--- src/rtl/dma_arb.sv ---
// -----------------------------------------------------------------------------
// dma_arb
//
// Round-robin arbiter that shares one DMA address generator among NREQ job
// requesters. The winning requester's descriptor is registered and presented
// on the DMA start handshake. The DMA output stream is tapped to track which
// requester owns the running job, and that requester's done bit pulses for
// one cycle after the job's last beat.
//
// Optional feature macro: DMA_ARB_PRIO_EN
//   defined   - requester 0 has strict priority; 1..NREQ-1 round-robin
//   undefined - pure round-robin across all NREQ requesters
//
// Ports:
//   clk, rst_n                 clock, asynchronous active-low reset
//   req_valid / req_ready      per-requester job handshake (ready one-hot/zero)
//   req_base/size/step/info    flattened descriptors, requester i at [i*W +: W]
//   m_base/size/step/info/id   registered descriptor to the DMA
//   m_valid / m_ready          DMA start handshake
//   mon_valid/ready/last       tap of the DMA output stream
//   done                       one-cycle pulse per requester on job completion
//   busy                       job running or descriptor pending
//   run_id                     owner of the running job
// -----------------------------------------------------------------------------
module dma_arb #(
  parameter int NREQ = 4,
  parameter int IDW  = 2,
  parameter int AW   = 11,
  parameter int IFW  = 8,
  parameter int SZW  = 7,
  parameter int STW  = 5
) (
  input  logic                clk,
  input  logic                rst_n,
  input  logic [NREQ-1:0]     req_valid,
  output logic [NREQ-1:0]     req_ready,
  input  logic [NREQ*AW-1:0]  req_base,
  input  logic [NREQ*SZW-1:0] req_size,
  input  logic [NREQ*STW-1:0] req_step,
  input  logic [NREQ*IFW-1:0] req_info,
  output logic [AW-1:0]       m_base,
  output logic [SZW-1:0]      m_size,
  output logic [STW-1:0]      m_step,
  output logic [IFW-1:0]      m_info,
  output logic [IDW-1:0]      m_id,
  output logic                m_valid,
  input  logic                m_ready,
  input  logic                mon_valid,
  input  logic                mon_ready,
  input  logic                mon_last,
  output logic [NREQ-1:0]     done,
  output logic                busy,
  output logic [IDW-1:0]      run_id
);

  // With priority enabled the round-robin pointer only ever covers 1..NREQ-1,
  // so it comes out of reset pointing at requester 1.
`ifdef DMA_ARB_PRIO_EN
  localparam logic [IDW-1:0] RR_RESET = IDW'(1);
`else
  localparam logic [IDW-1:0] RR_RESET = '0;
`endif

  logic [AW-1:0]   m_base_q;
  logic [SZW-1:0]  m_size_q;
  logic [STW-1:0]  m_step_q;
  logic [IFW-1:0]  m_info_q;
  logic [IDW-1:0]  m_id_q;
  logic            m_valid_q;
  logic [NREQ-1:0] done_q;
  logic [IDW-1:0]  run_id_q;
  logic            run_active_q;
  logic [IDW-1:0]  rr_ptr_q, rr_ptr_d;

  logic [IDW-1:0]  gnt_id;
  logic            load, grant, start, fin;

  assign load  = ~m_valid_q | m_ready;
  assign grant = load & (|req_valid);
  assign start = m_valid_q & m_ready;
  assign fin   = run_active_q & mon_valid & mon_ready & mon_last;

  // Scan from rr_ptr upward with an explicit modulo wrap; first valid wins.
  always_comb begin : arb_scan
    int idx;
    logic [IDW-1:0] cand;
    logic found;
    idx    = 0;
    cand   = '0;
    found  = 1'b0;
    gnt_id = '0;
`ifdef DMA_ARB_PRIO_EN
    if (req_valid[0]) begin
      found = 1'b1;
    end
    for (int k = 0; k < NREQ-1; k++) begin
      idx = int'(rr_ptr_q) + k;
      if (idx >= NREQ) idx = idx - (NREQ - 1);
      cand = IDW'(idx);
      if (!found && req_valid[cand]) begin
        found  = 1'b1;
        gnt_id = cand;
      end
    end
`else
    for (int k = 0; k < NREQ; k++) begin
      idx = int'(rr_ptr_q) + k;
      if (idx >= NREQ) idx = idx - NREQ;
      cand = IDW'(idx);
      if (!found && req_valid[cand]) begin
        found  = 1'b1;
        gnt_id = cand;
      end
    end
`endif
  end

  // Pointer moves just past the winner; NREQ need not be a power of two.
  always_comb begin
    rr_ptr_d = rr_ptr_q;
`ifdef DMA_ARB_PRIO_EN
    if (gnt_id == '0)                   rr_ptr_d = rr_ptr_q;
    else if (gnt_id == IDW'(NREQ - 1))  rr_ptr_d = IDW'(1);
    else                                rr_ptr_d = gnt_id + IDW'(1);
`else
    if (gnt_id == IDW'(NREQ - 1)) rr_ptr_d = '0;
    else                          rr_ptr_d = gnt_id + IDW'(1);
`endif
  end

  always_comb begin
    req_ready = '0;
    if (grant) req_ready = NREQ'(1) << gnt_id;
  end

  // fin and start may coincide: done goes to the old owner while the new
  // owner is loaded, since the DMA takes its next start on the last beat.
  always_ff @(posedge clk or negedge rst_n) begin
    if (!rst_n) begin
      m_base_q     <= '0;
      m_size_q     <= '0;
      m_step_q     <= '0;
      m_info_q     <= '0;
      m_id_q       <= '0;
      m_valid_q    <= 1'b0;
      done_q       <= '0;
      run_id_q     <= '0;
      run_active_q <= 1'b0;
      rr_ptr_q     <= RR_RESET;
    end else begin
      done_q <= '0;
      if (fin) done_q[run_id_q] <= 1'b1;

      if (start) begin
        run_id_q     <= m_id_q;
        run_active_q <= 1'b1;
      end else if (fin) begin
        run_active_q <= 1'b0;
      end

      if (grant) begin
        m_base_q  <= req_base[int'(gnt_id)*AW +: AW];
        m_size_q  <= req_size[int'(gnt_id)*SZW +: SZW];
        m_step_q  <= req_step[int'(gnt_id)*STW +: STW];
        m_info_q  <= req_info[int'(gnt_id)*IFW +: IFW];
        m_id_q    <= gnt_id;
        m_valid_q <= 1'b1;
        rr_ptr_q  <= rr_ptr_d;
      end else if (start) begin
        m_valid_q <= 1'b0;
      end
    end
  end

  assign m_base  = m_base_q;
  assign m_size  = m_size_q;
  assign m_step  = m_step_q;
  assign m_info  = m_info_q;
  assign m_id    = m_id_q;
  assign m_valid = m_valid_q;
  assign done    = done_q;
  assign run_id  = run_id_q;
  assign busy    = run_active_q | m_valid_q;

endmodule

--- config.mk ---
export PLATFORM = sky130hd
export DESIGN_NAME = dma_arb
export DESIGN_NICKNAME = d
export VERILOG_FILES = /design/src/rtl/dma_arb.sv
export SDC_FILE = /design/constraint.sdc
export NUM_CORES = 1
export LEC_CHECK = 0
export CAP_MARGIN = 20
export CORE_MARGIN = 2
export CORE_UTILIZATION = 33
export DETAILED_ROUTE_END_ITERATION = 8
export GPL_ROUTABILITY_DRIVEN = 0
export MAX_ROUTING_LAYER = met4
export PLACE_DENSITY = 0.78
export SYNTH_ARGS = -nofsm -noshare
export SYNTH_HDL_FRONTEND = slang
export SYNTH_SLANG_ARGS = --single-unit
--- constraint.sdc ---
create_clock -name clk -period 1.44 [get_ports clk]
set_input_delay 0.144 -clock clk [delete_from_list [all_inputs] [get_ports clk]]
set_output_delay 0.144 -clock clk [all_outputs]
set_load 0.02 [all_outputs]
==> impl_metrics.csv <==
group,metric,value,unit
setup_path,crit_arrival,1.97,ns
power_and_ir_drop,power.density,1570,mW/mm2
clock_tree,cts_made_buffers,5,
synthesis,yosysSeqAreaShare,40.2,%
finish,synthToLayoutAreaGrowth,108,%
floorplan,rows,32,
synthesis,synth_top_family_by_area,"compound AO/OA/AOI/OAI gates",
detailed_routing,drt-pass1-iter-count,4,
place,place.detailed.hpwl,6940,um
timing,fin_ws,-0.361,ns
timing,max_freq,555,MHz
setup_path,reg2reg_depth,6,
floorplan,dieHeight,94.0,um
timing,rsz0062_at_grt,"yes",
timing,setup_viol,36,
synthesis,yosys-top-cells-area,"dfrtp_1 40%, mux2i_1 12%, a211oi_1 8.7%",
clock_tree,clockBufferDepth,2,
setup_path,path_buf_inv,1,
synthesis,yosys.area_share.adder,0,%
setup_path,reg2reg_from,"rr_ptr_q[0]",
clock_tree,clk_latency,0.29,ns
global_route,grt_pass1_wl,16600,um
clock_tree,clk_pin_slew_worst_paths,0.09,ns
finish,final_cell_area,0.00557,mm2
synthesis,synth_top_area_share,40.2,%
timing,final_max_slew_viol_count,0,
place,dp_slack,-0.960,ns
timing,fin_crit_sh,125,%
setup_path,cp_slowest_stage_delay,0.36,ns
timing,finClkSkew,0.00784,ns
finish,diodes,0,
clock_tree,cts.sinks,43,
detailed_routing,post-route-drc-count,0,
synthesis,synthArstFlopShare,100,%
clock_tree,root_buffer,"clkbuf_8",
synthesis,syn_avg_cell_area,9.83,um2
detailed_routing,wl_per_cell,19.0,um
job,maxCapViolations,0,
global_route,grt_pass1_vias,3383,
global_route,grt-ovfl-total,0,
setup_path,cp-end-kind,"flop",
global_route,grt_usage,24.5,%
floorplan,start_util,34.2,%
setup_path,path_cells,"and2b_2 > nand4b_4 > buf_4 > and3_1 > a211oi_2 > o22ai_1",
global_route,grt_max_degree,44,
synthesis,synth_xor_area_share,0.328,%
synthesis,ys_ff_latch,43,
clock_tree,cts_tree,"yes",
status,status,"finished, violations left",
clock_tree,h-tree-depth,2,
timing,max_slew_margin,79.6,%
setup_path,r2r_slack,-0.36,ns
place,port_buffers,178,
finish,fin_nets,617,
synthesis,yosysWarnings,0,
finish,fill_cells,586,
timing,fin_crit,1.80,ns
power_and_ir_drop,irDropWorstVdd,0.798,mV
setup_path,cp_max_fo,31,
synthesis,synthFlopType,"dfrtp_1",
setup_path,slowest_stage,"dfrtp_1",
synthesis,synth-simple-area-share,15.2,%
timing,hold_viol_final,0,
setup_path,required,1.61,ns
floorplan,core-area,0.00781,mm2
setup_path,crit_family,"simple AND/OR/NAND/NOR gates",
global_route,antenna_found_initial,0,
synthesis,synth_area_leader_cell,"dfrtp_1",
floorplan,dieArea,0.00884,mm2
synthesis,synth_compound_area_share,24.4,%
detailed_routing,drt-initial-drc-count,77,
synthesis,ys_types,37,
detailed_routing,viasPerCell,5.46,
synthesis,synth_nets,406,
setup_path,worstSetupStartpointType,"flop",
timing,max_slew.worst_pin.slew,0.307,ns
finish,drive_above_1_share,25.2,%
power_and_ir_drop,leakage,2.51,nW
detailed_routing,drt_wl_total,11200,um
synthesis,netlist_area,0.00267,mm2
synthesis,synth_edf_count,0,
setup_path,path_class,"reg2reg",
place,placed_area,0.00469,mm2
detailed_routing,vias,3202,
floorplan,fp.dieW,94.0,um
hold_path,hold_path.class,"in2async",
detailed_routing,antenna_left,0,
synthesis,syn_inst,272,
floorplan,ios,179,
status,violations,"negative setup slack",
setup_path,r2r_end,"m_base[5]",
synthesis,synthMuxAreaShare,12.4,%
cell families after synthesis:
group,Yosys count
AO/OA/AOI/OAI,101
XOR/XNOR,1
buffers and inverters,30
flip-flops,43
multiplexers,33
AND/OR/NAND/NOR,64
placed cells by master, fill, tap and decap left out, types with 2 or more instances in the layout:
cell type,Yosys,routed
a211oi_1,31,4
a211oi_2,0,27
and3_1,33,32
buf_12,0,7
buf_16,0,9
buf_4,3,22
buf_6,5,16
buf_8,2,2
clkbuf_8,0,6
clkdlybuf4s50_1,0,143
dfrtp_1,43,42
dlygate4sd2_1,0,10
dlymetal6s2s_1,0,19
inv_1,3,3
mux2_2,2,2
mux2i_1,31,26
mux2i_2,0,3
mux2i_4,0,2
nand2_1,12,11
nand2_4,0,2
nand2b_1,3,2
nand4b_4,1,2
o21ai_0,27,26
o21ai_1,6,7
o22ai_1,31,29
o22ai_2,0,2
or2_4,1,3
through the flow:
stage	utilization, %	total power, mW	cells	hold slack (ns)	setup TNS [ns]
2_1_floorplan	-	4.40	272	-0.152	-0.906
3_3_place_gp	60.1	6.18	553	0.141	-24.33
3_5_place_dp	60.1	6.26	553	0.151	-26.19
4_1_cts	69.3	8.68	585	0.384	-10.55
5_1_grt	71.3	9.21	586	0.388	-13.31
6_report	71.3	8.77	586	0.371	-10.35
final cells by class:
class                           instances  area (um2)  share of cell area, %
Timing Repair Buffer                  231        2560                   46.0
Multi-Input combinational cell        199        1680                   30.1
Sequential cell                        43        1080                   19.3
Tap cell                              102         128                   2.29
Clock buffer                            6        82.6                   1.48
Clock inverter                          2        35.0                  0.629
Inverter                                3        11.3                  0.202
state kept, by name, indices dropped and copies added, names as in the netlist, 2 cells and up:
signal and flops:
m_base 11, m_info 8, m_size 7, m_step 5
done 4, m_id 2, rr_ptr_q 2, run_id 2
layer usage:
| metal | GRT usage (%) | part of all wire [%] |
|---|---|---|
| met1 | 27.6 | 38 |
| met2 | 44.3 | 55 |
| met3 | 4.74 | 6.1 |
| met4 | 7.00 | 1.4 |
| met5 | - | 0 |
cells in the mapped netlist, drive strengths merged, types with 3 or more instances:
cell type	instances
or2	3
buf	22
inv	3
o21ai	34
dfrtp	43
nand2b	3
a211oi	31
o22ai	31
nand2	13
and3	33
mux2i	31
clkbuf	5
how the worst max path moves through the flow:
stage              endpoint  slack, ns    startpoint  depth (start not counted)
3_5_place_dp   req_ready[0]      -0.96  req_valid[2]                          6
6_report          m_base[5]      -0.36   rr_ptr_q[0]                          6
3_3_place_gp   req_ready[0]      -0.91  req_valid[0]                          6
4_1_cts        req_ready[0]      -0.46   rr_ptr_q[0]                          5
2_1_floorplan  req_ready[0]      -0.10   rr_ptr_q[1]                          5
5_1_grt        req_ready[0]      -0.42   rr_ptr_q[0]                          5
where the power goes:
part / internal, mW / switching [mW]
sequential: 1.65 / 0.251
combinational: 3.21 / 2.66
clock: 0.562 / 0.434
timing repair:
action | in CTS | in global routing
hold endpoints to repair | 43 | 0
setup buffers | 15 | 3
gates cloned | 8 | 1
hold buffers | 1 | 0
pin swaps | 53 | 9
setup endpoints to repair | 46 | 59
resized for setup | 99 | 44
tightest hold or removal path: cells and delay by family:
family / cells / cell delay [ns]
buffers and inverters: 3 / 0.90
Note: power is estimated with default switching activity, not from simulation.
